===== src/rtl/compute_sched_if.sv =====
// compute_sched_if: job command, engine control and completion signals of the scheduler
interface compute_sched_if #(
  parameter int ADDR_WIDTH = 13
);
  logic                  cmd_valid;
  logic                  cmd_ready;
  logic [ADDR_WIDTH-1:0] cmd_addr_a;
  logic [ADDR_WIDTH-1:0] cmd_addr_b;
  logic [ADDR_WIDTH-1:0] cmd_addr_out;
  logic [31:0]           cmd_len;
  logic                  eng_start;
  logic [ADDR_WIDTH-1:0] eng_addr_a;
  logic [ADDR_WIDTH-1:0] eng_addr_b;
  logic [ADDR_WIDTH-1:0] eng_addr_out;
  logic [31:0]           eng_len;
  logic                  eng_done;
  logic                  cpl_valid;
  logic                  cpl_ready;
  logic [1:0]            cpl_status;
  modport master (
    output cmd_valid, cmd_addr_a, cmd_addr_b, cmd_addr_out, cmd_len, eng_done, cpl_ready,
    input  cmd_ready, eng_start, eng_addr_a, eng_addr_b, eng_addr_out, eng_len, cpl_valid, cpl_status
  );
  modport slave (
    input  cmd_valid, cmd_addr_a, cmd_addr_b, cmd_addr_out, cmd_len, eng_done, cpl_ready,
    output cmd_ready, eng_start, eng_addr_a, eng_addr_b, eng_addr_out, eng_len, cpl_valid, cpl_status
  );
endinterface


===== src/rtl/compute_sched.sv =====
// compute_sched: FIFO-buffered job scheduler driving a single vector-add engine with timeout
module compute_sched #(
  parameter int ADDR_WIDTH = 13,
  parameter int DEPTH      = 4,
  parameter int TIMEOUT    = 1024
) (
  input  logic                   clk,
  input  logic                   rst,
  compute_sched_if.slave         bus,
  output logic                   busy,
  output logic [$clog2(DEPTH):0] pending
);
  localparam int PW = $clog2(DEPTH);
  localparam int JW = 3 * ADDR_WIDTH + 32;
  localparam int CW = $clog2(TIMEOUT) + 1;
  localparam logic [PW:0]   FULL = (PW + 1)'(DEPTH);
  localparam logic [CW-1:0] TMAX = CW'(TIMEOUT - 1);
  typedef enum logic [1:0] {IDLE, ISSUE, RUN, COMPLETE} state_t;
  state_t          state_q, state_d;
  logic [JW-1:0]   mem_q [DEPTH];
  logic [JW-1:0]   mem_d [DEPTH];
  logic [JW-1:0]   job_q, job_d;
  logic [PW-1:0]   wr_q, wr_d, rd_q, rd_d;
  logic [PW:0]     cnt_q, cnt_d;
  logic [CW-1:0]   tmo_q, tmo_d;
  logic [1:0]      status_q, status_d;
  logic            push, pop;

  always_ff @(posedge clk) begin
    mem_q <= mem_d;
    if (rst) begin
      state_q  <= IDLE;
      job_q    <= '0;
      wr_q     <= '0;
      rd_q     <= '0;
      cnt_q    <= '0;
      tmo_q    <= '0;
      status_q <= 2'b00;
    end else begin
      state_q  <= state_d;
      job_q    <= job_d;
      wr_q     <= wr_d;
      rd_q     <= rd_d;
      cnt_q    <= cnt_d;
      tmo_q    <= tmo_d;
      status_q <= status_d;
    end
  end

  always_comb begin
    state_d  = state_q;
    job_d    = job_q;
    tmo_d    = tmo_q;
    status_d = status_q;
    mem_d    = mem_q;
    wr_d     = wr_q;
    rd_d     = rd_q;
    pop      = 1'b0;
    push     = bus.cmd_valid && (cnt_q != FULL);
    if (push) begin
      mem_d[wr_q] = {bus.cmd_addr_a, bus.cmd_addr_b, bus.cmd_addr_out, bus.cmd_len};
      wr_d        = wr_q + 1'b1;
    end
    case (state_q)
      IDLE: if (cnt_q != '0) begin
        pop      = 1'b1;
        job_d    = mem_q[rd_q];
        rd_d     = rd_q + 1'b1;
        state_d  = (mem_q[rd_q][31:0] == '0) ? COMPLETE : ISSUE;
        status_d = (mem_q[rd_q][31:0] == '0) ? 2'b01 : 2'b00;
      end
      ISSUE: begin
        state_d = RUN;
        tmo_d   = '0;
      end
      // eng_done takes priority over an expiring timer in the same cycle
      RUN: if (bus.eng_done) begin
        state_d  = COMPLETE;
        status_d = 2'b00;
      end else if (tmo_q == TMAX) begin
        state_d  = COMPLETE;
        status_d = 2'b10;
      end else tmo_d = tmo_q + 1'b1;
      COMPLETE: state_d = bus.cpl_ready ? IDLE : COMPLETE;
      default: state_d = IDLE;
    endcase
    cnt_d = cnt_q + (PW + 1)'(push) - (PW + 1)'(pop);
  end

  always_comb begin
    bus.cmd_ready  = cnt_q != FULL;
    bus.eng_start  = state_q == ISSUE;
    bus.cpl_valid  = state_q == COMPLETE;
    bus.cpl_status = status_q;
    {bus.eng_addr_a, bus.eng_addr_b, bus.eng_addr_out, bus.eng_len} = job_q;
    busy           = state_q != IDLE;
    pending        = cnt_q;
  end
endmodule


===== src/flat_wrapper.sv =====
// flat-port wrapper written by rule: the top's interface ports become plain ports
module compute_sched_flat 
#(
  parameter int ADDR_WIDTH = 13,
  parameter int DEPTH      = 4,
  parameter int TIMEOUT    = 1024
)
  (clk, rst, busy, pending, bus_cmd_valid, bus_cmd_addr_a, bus_cmd_addr_b, bus_cmd_addr_out, bus_cmd_len, bus_eng_done, bus_cpl_ready, bus_cmd_ready, bus_eng_start, bus_eng_addr_a, bus_eng_addr_b, bus_eng_addr_out, bus_eng_len, bus_cpl_valid, bus_cpl_status);
  compute_sched_if #(.ADDR_WIDTH(ADDR_WIDTH)) bus_i ();
  input  logic clk;
  input  logic rst;
  output logic busy;
  output logic [$clog2(DEPTH):0] pending;
  input wire logic [$bits(bus_i.cmd_valid)-1:0] bus_cmd_valid;
  input wire logic [$bits(bus_i.cmd_addr_a)-1:0] bus_cmd_addr_a;
  input wire logic [$bits(bus_i.cmd_addr_b)-1:0] bus_cmd_addr_b;
  input wire logic [$bits(bus_i.cmd_addr_out)-1:0] bus_cmd_addr_out;
  input wire logic [$bits(bus_i.cmd_len)-1:0] bus_cmd_len;
  input wire logic [$bits(bus_i.eng_done)-1:0] bus_eng_done;
  input wire logic [$bits(bus_i.cpl_ready)-1:0] bus_cpl_ready;
  output wire logic [$bits(bus_i.cmd_ready)-1:0] bus_cmd_ready;
  output wire logic [$bits(bus_i.eng_start)-1:0] bus_eng_start;
  output wire logic [$bits(bus_i.eng_addr_a)-1:0] bus_eng_addr_a;
  output wire logic [$bits(bus_i.eng_addr_b)-1:0] bus_eng_addr_b;
  output wire logic [$bits(bus_i.eng_addr_out)-1:0] bus_eng_addr_out;
  output wire logic [$bits(bus_i.eng_len)-1:0] bus_eng_len;
  output wire logic [$bits(bus_i.cpl_valid)-1:0] bus_cpl_valid;
  output wire logic [$bits(bus_i.cpl_status)-1:0] bus_cpl_status;
  assign bus_i.cmd_valid = bus_cmd_valid;
  assign bus_i.cmd_addr_a = bus_cmd_addr_a;
  assign bus_i.cmd_addr_b = bus_cmd_addr_b;
  assign bus_i.cmd_addr_out = bus_cmd_addr_out;
  assign bus_i.cmd_len = bus_cmd_len;
  assign bus_i.eng_done = bus_eng_done;
  assign bus_i.cpl_ready = bus_cpl_ready;
  assign bus_cmd_ready = bus_i.cmd_ready;
  assign bus_eng_start = bus_i.eng_start;
  assign bus_eng_addr_a = bus_i.eng_addr_a;
  assign bus_eng_addr_b = bus_i.eng_addr_b;
  assign bus_eng_addr_out = bus_i.eng_addr_out;
  assign bus_eng_len = bus_i.eng_len;
  assign bus_cpl_valid = bus_i.cpl_valid;
  assign bus_cpl_status = bus_i.cpl_status;
  compute_sched #(.ADDR_WIDTH(ADDR_WIDTH), .DEPTH(DEPTH), .TIMEOUT(TIMEOUT)) u_core (.clk(clk), .rst(rst), .bus(bus_i), .busy(busy), .pending(pending));
endmodule

===== config.mk =====
export PLATFORM = sky130hd
export DESIGN_NAME = compute_sched_flat
export DESIGN_NICKNAME = d
export VERILOG_FILES = /design/src/rtl/compute_sched_if.sv /design/src/rtl/compute_sched.sv /design/src/flat_wrapper.sv
export SDC_FILE = /design/constraint.sdc
export NUM_CORES = 1
export LEC_CHECK = 0
export CORE_AREA = 4 4 158 160
export CTS_BUF_LIST = sky130_fd_sc_hd__clkbuf_8
export CTS_CLUSTER_SIZE = 24
export DETAILED_ROUTE_END_ITERATION = 8
export DIE_AREA = 0 0 162 164
export DONT_BUFFER_PORTS = 1
export GPL_TIMING_DRIVEN = 0
export PLACE_DENSITY = 0.74
export SYNTH_ARGS = -nofsm -noshare
export SYNTH_HDL_FRONTEND = slang
export SYNTH_SLANG_ARGS = --single-unit

===== constraint.sdc =====
create_clock -name clk -period 3.3 [get_ports clk]
set_input_delay 0.33 -clock clk [delete_from_list [all_inputs] [get_ports clk]]
set_output_delay 0.33 -clock clk [all_outputs]
set_load 0.01 [all_outputs]

==> reports/results.tsv <==
stage	metric	value	unit
timing	Setup Skew	23.0	ps
critical_path	reg2reg end	u_core.pending[2]	
critical_path	Reg-to-Reg Start	u_core.pending[2]	
layout	synthesis-to-finish area growth	18.1	%
timing	fin. max-slew vios	0	
place	worst slack at placement	217	ps
logic_synthesis	flops & latches, synth	377	
flow_run	Max-Cap Viols	0	
worst_hold_path	worst hold path type	in -> reg	
grt	M1 GR Usage	26.9	%
die	row count	56	
place	GP Congestion	0.814	
timing	Min Hold Slack	164	ps
logic_synthesis	asr flop ratio synth	0	%
power_and_ir_drop	VDD IR max	602	uV
grt	initial antenna violation count	5	
timing	min cycle time layout	3120	ps
logic_synthesis	sequential area share after synthesis	74.9	%
place	DP HPWL	18600	um
clock_tree	CTS max path bufs	3	
logic_synthesis	Avg Cell Area, Syn	16.9	um2
detailed_routing	Iter 0 DRT Violations	763	
clock_tree	clk sinks	377	
clock_tree	CTS Buf Count	58	
timing	Max Clock Freq	321	MHz
clock_tree	CTS root buffer	clkbuf_8	
timing	final setup violation count	0	
layout	fin cells	1332	
place	I/O Buffers	0	
die	Initial Utilization	59.3	%
detailed_routing	DRT Wirelength	29900	um
grt	grt total ovfl	0	
die	Die X-Extent	162	um
logic_synthesis	unique cell type count in the Yosys netlist	41	
timing	Least-Margin Pin Slew	834	ps
critical_path	Worst Path Required	3740	ps
clock_tree	CTS tree	done	
timing	worst setup margin	181	ps
die	die height	164	um
layout	share of layout cells above drive strength 1	16.0	%
grt	largest net degree at the start of global routing	41	
die	DIE AREA	26600	um2
critical_path	worst setup path endpoint	u_core.pending[2]	
logic_synthesis	top cells by area, synth	edfxtp_1 61%, dfxtp_1 13%, mux4_2 9.6%	
critical_path	WS Path Type	reg -> reg	
clock_tree	clk_lat worst skew	590	ps
power_and_ir_drop	Power Density	849	nW/um2
grt	GRT Util Overall	22.8	%
logic_synthesis	count of flip-flops with a built-in enable after synthesis	284	
timing	Final Hold Fails	0	
critical_path	crit path capture type	flop	
logic_synthesis	Synth top area share	61.5	%
critical_path	CP Data Arrival Time	3560	ps
logic_synthesis	largest area contributor in the netlist	edfxtp_1	
logic_synthesis	Synth Warn #	0	
detailed_routing	DR pass1 iterations	5	
layout	fin util	70.0	%
grt	vias in the first global route	8119	
power_and_ir_drop	static leakage	0.00548	uW
logic_synthesis	predominant post-synthesis flop cell	edfxtp_1	
critical_path	Reg2Reg Depth	10	
layout	Nets	1043	
critical_path	Critical Path Start Type	flop	
logic_synthesis	Synth top cells by count	284 x edfxtp_1, 148 x nand2_1, 93 x dfxtp_1, 80 x a21oi_1, 59 x mux4_2	
grt	grt met2 use	40.9	%
die	core box area	23400	um2
timing	setup TNS	0	ps
logic_synthesis	Post-Syn Nets	905	
grt	GRT met3 Usage	6.55	%
timing	final period utilization	94.5	%
timing	relative slew slack	44.4	%
detailed_routing	remaining antenna violation count	0	
logic_synthesis	Mapped Area	13900	um2
logic_synthesis	most frequent cell after synthesis	edfxtp_1	
critical_path	Setup crit start	u_core.pending[2]	
grt	layer with the highest usage	met2	
timing	unrepaired setup endpoints after global routing	false	
detailed_routing	vias per cell	5.77	
place	placed cells	1144	
logic_synthesis	Post-Syn Instances	821	
detailed_routing	per-cell routed wire length	22.4	um
detailed_routing	Remaining DRCs	0	
grt	first-pass GRT wire length	45700	um
clock_tree	Worst-path clk slew	60	ps
die	Boundary Pins	156	
clock_tree	# H-tree levels	2	
critical_path	Critical Path Fanout Max	10	
run_status	status	completed	
critical_path	R2R Setup Slk	180	ps
detailed_routing	Via Count	7690	
==> per-stage QoR <==
stage / area (um2) / total power [uW]
floorplan: 13900 / 8870
global placement: 14300 / 9760
detailed placement: 14400 / 9950
CTS: 16400 / 14000
global route: 16400 / 14600
finish: 16400 / 13900
==> area by class of cell <==
class                      count  area [um2]
antenna                        5        12.5
multi-input combinational    391        3260
tap                          319         399
fill                        1531        7030
timing repair buffer          78         851
inverter                      11        41.3
clock inverter                39         264
sequential                   377       10400
buffer                        42         193
clock buffer                  70         963
==> worst min-delay path by stage <==
stage | startpoint | to | slack [ps] | cells after the start
final | rst | u_core.job_q[70] | 160 | 2
after global placement | bus_cmd_addr_b[3] | u_core.mem_q[119] | 430 | 0
after floorplan | u_core.tmo_q[10] | u_core.tmo_q[10] | 420 | 1
after global routing | rst | u_core.job_q[0] | 150 | 2
after detailed placement | bus_cmd_addr_out[5] | u_core.mem_q[250] | 430 | 0
after CTS | rst | u_core.job_q[70] | 110 | 2
==> critical path, cell delays in order, from the launching register on <==
cell and delay (ps):
dfxtp_1 390, or3_1 430, nand2_1 480, inv_1 110, clkbuf_1 320, ha_1 380
inv_1 40, ha_1 200, fa_1 390, xnor2_1 180, nor2_1 60
==> where the power goes <==
| group | internal, uW | switching, uW | leakage, uW |
|---|---|---|---|
| sequential | 5970 | 654 | 0.00336 |
| combinational | 1290 | 2020 | 0.00141 |
| clock | 2230 | 1740 | 0.000705 |
| total | 9500 | 4410 | 0.00548 |
==> metal layers <==
metal  wire length, um  share of wire (%)  up-vias
met5                 0                  0        -
met4               606                2.0        0
met3              2610                8.7       56
met2             15700                 53      341
met1             10900                 37     3858
li1                  -                  -     3435
==> placed cells by master, fill, tap and decap left out, drive strengths merged, types with 3 or more instances in the layout <==
cell type	count
a21oi	80
and2	3
and3	5
buf	14
bufinv	4
clkbuf	102
clkinv	14
dfxtp	93
diode	5
dlygate4sd3	74
edfxtp	284
ha	7
inv	31
mux4	71
nand2	148
nand2b	3
nand3	9
nand4	4
nor2	14
nor2b	3
nor3	5
nor4	7
o31ai	3
or3	3
or4	3
xnor2	7
==> cells by family after synthesis <==
family	count (synthesis)	synth area share (%)
flip-flops	377	74.9
buffers and inverters	53	1.69
multiplexers	72	11.9
XOR/XNOR	9	0.568
AO/OA/AOI/OAI	90	3.44
AND/OR/NAND/NOR	212	6.68
adder cells (fa/ha/maj)	8	0.776
==> registers in the layout, summed over array words and instances (netlist names) <==
name	cells
u_core.state_q	2
u_core.bus.cpl_status	2
u_core.wr_q	2
u_core.rd_q	2
u_core.job_q	71
u_core.mem_q	284
u_core.pending	3
u_core.tmo_q	11
==> what timing repair did <==
item,4_1_cts,5_1_grt
gates resized for setup,0,0
hold endpoints to repair,289,0
buffers inserted,0,0
hold buffers,74,0
(Power assumes the default switching activity.)
